[config.mk]
export PLATFORM = sky130hd
export DESIGN_NAME = lmfe_pixel_feeder
export DESIGN_NICKNAME = d
export VERILOG_FILES = /design/src/rtl/lmfe_pixel_feeder.sv
export SDC_FILE = /design/constraint.sdc
export NUM_CORES = 1
export LEC_CHECK = 0
export CELL_PAD_IN_SITES_DETAIL_PLACEMENT = 0
export CELL_PAD_IN_SITES_GLOBAL_PLACEMENT = 2
export CORE_ASPECT_RATIO = 1.75
export CORE_MARGIN = 2
export CORE_UTILIZATION = 38
export CTS_CLUSTER_DIAMETER = 80
export CTS_CLUSTER_SIZE = 28
export DETAILED_ROUTE_END_ITERATION = 8
export GPL_ROUTABILITY_DRIVEN = 0
export GPL_TIMING_DRIVEN = 0
export HOLD_SLACK_MARGIN = 0.08
export PLACE_DENSITY_LB_ADDON = 0.1
export SYNTH_ARGS = -nofsm -noshare
export SYNTH_HDL_FRONTEND = slang
export SYNTH_SLANG_ARGS = --single-unit
[constraint.sdc]
create_clock -name clk -period 6 [get_ports clk]
set_clock_uncertainty 0.1 [all_clocks]
set_input_delay 0.9 -clock clk [delete_from_list [all_inputs] [get_ports clk]]
set_output_delay 0.9 -clock clk [all_outputs]
set_load 0.1 [all_outputs]
[src/rtl/lmfe_pixel_feeder.sv]
// lmfe_pixel_feeder: streams one raster-order frame from a synchronous frame SRAM
// into the LMFE Din/in_en port. busy back-pressure is absorbed by a 2-entry skid
// FIFO, so no pixel is lost or repeated.
module lmfe_pixel_feeder #(
    parameter int unsigned IMG_W = 128,
    parameter int unsigned IMG_H = 128,
    parameter int unsigned AW    = 14
) (
    input  logic          clk,
    input  logic          reset,
    input  logic          start,
    output logic [AW-1:0] mem_a,
    output logic          mem_cen,
    input  logic [7:0]    mem_q,
    input  logic          busy,
    output logic          in_en,
    output logic [7:0]    Din,
    output logic          done
);

    // Counters are one bit wider than the address so the terminal count fits.
    localparam logic [AW:0] PIX_TOTAL = (AW+1)'(IMG_W * IMG_H);
    localparam logic [AW:0] CNT_ONE   = (AW+1)'(1);

    typedef enum logic [1:0] {
        StIdle,
        StRun,
        StDrain,
        StDone
    } state_e;

    state_e        state_q;
    logic [AW:0]   rd_addr_q;
    logic [AW:0]   xfer_cnt_q;
    logic          done_q;

    // Skid FIFO: head_q is the registered Din, tail_q the second slot.
    logic [1:0]    fifo_cnt_q, fifo_cnt_d;
    logic [7:0]    head_q, head_d;
    logic [7:0]    tail_q, tail_d;
    logic          in_flight_q;
    logic [AW-1:0] last_a_q;

    logic          xfer;
    logic          push;
    logic          issue;
    logic [2:0]    occupancy;

    // A pixel moves whenever the FIFO holds one and the engine is not busy.
    assign xfer      = (fifo_cnt_q != 2'd0) && !busy;
    // SRAM data lands one cycle after the read was issued.
    assign push      = in_flight_q;
    // Slots committed = stored + in flight; a same-cycle transfer frees one.
    assign occupancy = {1'b0, fifo_cnt_q} + {2'b00, in_flight_q};
    assign issue     = (state_q == StRun) && (rd_addr_q < PIX_TOTAL) &&
                       (occupancy < (3'd2 + {2'b00, xfer}));

    assign mem_cen = !issue;
    // mem_a shows the live read address, otherwise the last issued one.
    assign mem_a   = issue ? rd_addr_q[AW-1:0] : last_a_q;
    assign in_en   = (fifo_cnt_q != 2'd0);
    assign Din     = head_q;
    assign done    = done_q;

    // FIFO next state: push from SRAM, pop on transfer, both may coincide.
    always_comb begin
        head_d     = head_q;
        tail_d     = tail_q;
        fifo_cnt_d = fifo_cnt_q + {1'b0, push} - {1'b0, xfer};
        case (fifo_cnt_q)
            2'd0: begin
                if (push) head_d = mem_q;
            end
            2'd1: begin
                if (push && xfer) begin
                    head_d = mem_q;
                end else if (push) begin
                    tail_d = mem_q;
                end
            end
            default: begin
                if (xfer) begin
                    head_d = tail_q;
                    if (push) tail_d = mem_q;
                end
            end
        endcase
    end

    // FIFO storage, read-in-flight flag and held SRAM address.
    always_ff @(posedge clk or negedge reset) begin
        if (!reset) begin
            fifo_cnt_q  <= 2'd0;
            head_q      <= 8'h00;
            tail_q      <= 8'h00;
            in_flight_q <= 1'b0;
            last_a_q    <= '0;
        end else begin
            fifo_cnt_q  <= fifo_cnt_d;
            head_q      <= head_d;
            tail_q      <= tail_d;
            in_flight_q <= issue;
            if (issue) last_a_q <= rd_addr_q[AW-1:0];
        end
    end

    // Frame sequencer: read address, transfer count, state and done pulse.
    always_ff @(posedge clk or negedge reset) begin
        if (!reset) begin
            state_q    <= StIdle;
            rd_addr_q  <= '0;
            xfer_cnt_q <= '0;
            done_q     <= 1'b0;
        end else begin
            done_q <= 1'b0;
            if (issue) rd_addr_q <= rd_addr_q + CNT_ONE;
            if (xfer) xfer_cnt_q <= xfer_cnt_q + CNT_ONE;
            case (state_q)
                StIdle: begin
                    if (start) begin
                        state_q    <= StRun;
                        rd_addr_q  <= '0;
                        xfer_cnt_q <= '0;
                    end
                end
                StRun: begin
                    if (rd_addr_q == PIX_TOTAL) state_q <= StDrain;
                end
                StDrain: begin
                    if (xfer && ((xfer_cnt_q + CNT_ONE) == PIX_TOTAL)) begin
                        state_q <= StDone;
                        done_q  <= 1'b1;
                    end
                end
                StDone: begin
                    state_q <= StIdle;
                end
                default: begin
                    state_q <= StIdle;
                end
            endcase
        end
    end

endmodule

==> flow_summary.toml <==
[status]
outcome = "completed"

[critical_path]
crit_required_ps = 5000
max_stage_delay_ps = 1130
cp_slowest_cell = "clkdlybuf4s50_1"
worst_ep_arrival_time_ps = 3940
crit_type = "in2out"
critical_path.startpoint_type = "input pin"
crit_path_max_fanout = 10
crit_chain = "clkdlybuf4s50_1, o21bai_2, o21ai_1, and3_1, buf_2, clkbuf_1, nand2_1, nand2_1, clkdlybuf4s50_1"
endpoint_kind = "output port"

[cts]
cts_htree_levels = 3
clockRootBuffer = "clkbuf_16"
cts_resized = 0
hold_buffers = 0
cts_sinks = 66
cts_buffer_depth = 2
cts_setup_buffers = 0
cts_buffers = 9
clk_latency_ps = 340
clk_pin_slew_worst_paths_ps = 50
tritoncts = "done"

[synth]
synth.most_common_cell = "dfrtp_1"
synth_seq_cells = 66
seq_area_frac_synth_pct = 49.4
synth_cell_type_count = 48
synth_top_area_share_pct = 49.4
syn-num-nets = 366
netlist_top_cells_area = "dfrtp_1 49%, nand2_1 6.2%, nor2_1 5.2%, xnor2_1 4.7%, ha_1 4.5%"
avgSynthCellArea_um2 = 9.78
synth.largest_area_cell = "dfrtp_1"
synth_edf_count = 0
synth_cells = 342
yosysWarnings = 0
ys_top_cells_by_count = "66 x dfrtp_1, 55 x nand2_1, 46 x nor2_1, 18 x xnor2_1, 13 x a21oi_1"
synthFlopType = "dfrtp_1"
synth_area_mm2 = 0.00335
synthArstFlopShare_pct = 100

[power_and_ir_drop]
pwr-share-seq_pct = 35.0
power.internal_uw = 971
swShare_pct = 38.0
irDropWorstVdd_v = 0.000305
clkPwrFrac_pct = 32.7
p_comb_share_pct = 32.3
power.switching_uw = 596
power_density_mw_per_mm2 = 379
p_leak_nw = 1.85

[global_route]
grt_max_degree = 67
gr-usage-all-layers_pct = 16.8
grt_pass1_wl_um = 12000
gr-total-overflow = 0
antenna_found_initial = 0
grt_pass1_vias = 2522

[placed_design]
numPortBuffers = 36
dp_hpwl_um = 5120

[layout]
area_delta_synth_final_pct = 23.6
num-fill-cells = 849
num_antenna_cells = 0
nets = 413
multi_input_area_mm2 = 0.00159
drive_above_1_share_pct = 9.67
ff_latch_area_mm2 = 0.00165
final_util_pct = 48.0

[floorplan]
rows = 45
start_util_pct = 38.8
io_pins = 37
dieArea_mm2 = 0.00960
die_h_um = 128
die-width_um = 74.9
core_area_mm2 = 0.00861

[routing]
drt_pass1_iterations = 4
wl_per_cell_um = 13.9
avgViaCountPerCell = 4.85
drt_iter0_drc = 108
drcViolationCount = 0
wirelength_um = 7100
drtAntennaViolNets = 0
num_vias = 2472

[flow_run]
max_cap_violations = 0

[timing]
timing.final.crit_share_pct = 82.4
setup_violations = 0
worstMarginPinSlew_ps = 975
drv_slew = 0
worst_slew_margin_rel_pct = 34.8
finalHoldViolations = 0
fmax_mhz = 202
fin_crit_ps = 4940
rsz0062_at_grt = "false"
tns_ps = 0

[min_path]
hp-class = "reg2reg"
[logic make-up (layout without fill, tap and decap cells)]
kind of cell	after synthesis	in the layout	share of synthesized area, %
AOI/OAI and AO/OA	35	35	6.69
xor gates and xnor gates	29	29	7.59
adders and majority gates	12	12	4.49
buffers and inverters	26	77	3.25
DFF	66	66	49.4
muxes	18	18	5.68
and+or+nand+nor	156	156	22.9
[worst max-delay path: cells and delay by family]
| kind | cells | cell delay, ps |
|---|---|---|
| compound gates | 2 | 480 |
| buf+inv | 4 | 2200 |
| simple gates | 3 | 360 |
[flip-flops by register name, indices dropped and copies added (netlist names)]
signal	cells
state_q	2
fifo_cnt_q	2
tail_q	8
xfer_cnt_q	15
done	1
Din	8
rd_addr_q	15
last_a_q	14
in_flight_q	1
[final timing paths]
check | from | end | slack (ps) | cells past startpoint
worst max-delay path | busy | mem_a[7] | 1060 | 9
worst min-delay path | last_a_q[6] | last_a_q[6] | 370 | 2
worst max register to register | fifo_cnt_q[1] | Din[6] | 3640 | 9
worst min register to register | last_a_q[6] | last_a_q[6] | 370 | 2
max in group asynchronous | reset | last_a_q[1] | 4670 | 1
min in group asynchronous | reset | last_a_q[11] | 570 | 1
[stage by stage]
| step | area (um^2) | total power, mW | instances | setup WS [ps] | hold WS (ps) |
|---|---|---|---|---|---|
| floorplan | 3350 | 0.937 | 342 | 1030 | 377 |
| global placement | 3850 | 1.06 | 495 | 965 | 354 |
| detailed placement | 3850 | 1.07 | 495 | 1000 | 362 |
| CTS | 4140 | 1.59 | 510 | 990 | 375 |
| global route | 4140 | 1.64 | 510 | 822 | 392 |
| finish | 4140 | 1.57 | 510 | 1060 | 369 |
[cell type report]
cell class | instances | area share, %
Sequential cell | 66 | 39.9
Timing Repair Buffer | 36 | 8.65
Tap cell | 117 | 3.54
Clock inverter | 3 | 0.968
Buffer | 14 | 1.54
Clock buffer | 12 | 5.96
Multi-Input combinational cell | 250 | 38.3
Inverter | 12 | 1.09
[routing by layer]
layer	share of wire (%)	global-route usage [%]	up-vias
met3	2.1	2.59	13
met2	54	29.5	30
met1	41	18.5	1166
met5	0	0	-
li1	-	-	1263
met4	2.6	9.45	0
[cells in the final DEF (no fill, tap or decap), types with 3 or more instances in the layout]
cell | synthesis | routed
nand4_1 | 9 | 9
clkdlybuf4s50_1 | 0 | 35
nand3_1 | 6 | 6
nor2_1 | 46 | 46
dfrtp_1 | 66 | 66
or3_1 | 3 | 3
buf_4 | 2 | 3
nor4b_1 | 4 | 4
a21oi_1 | 13 | 13
clkbuf_16 | 0 | 9
nor3_1 | 9 | 9
mux2_2 | 8 | 8
buf_2 | 3 | 3
inv_1 | 11 | 11
mux2i_1 | 10 | 10
o21ai_0 | 8 | 8
nor3b_1 | 3 | 3
xnor2_1 | 18 | 18
nor4_1 | 3 | 3
clkbuf_1 | 9 | 11
nand2_1 | 55 | 55
ha_1 | 12 | 12
xor2_1 | 11 | 11
[power groups by stage]
stage / sequential, mW / clock [mW] / combinational, mW
after floorplan: 0.749 / 0 / 0.188
after global placement: 0.556 / 0 / 0.505
after detailed placement: 0.556 / 0 / 0.511
after CTS: 0.549 / 0.525 / 0.513
after global routing: 0.558 / 0.544 / 0.538
final: 0.548 / 0.513 / 0.506
No activity file was read; power rests on OpenSTA's default activity.
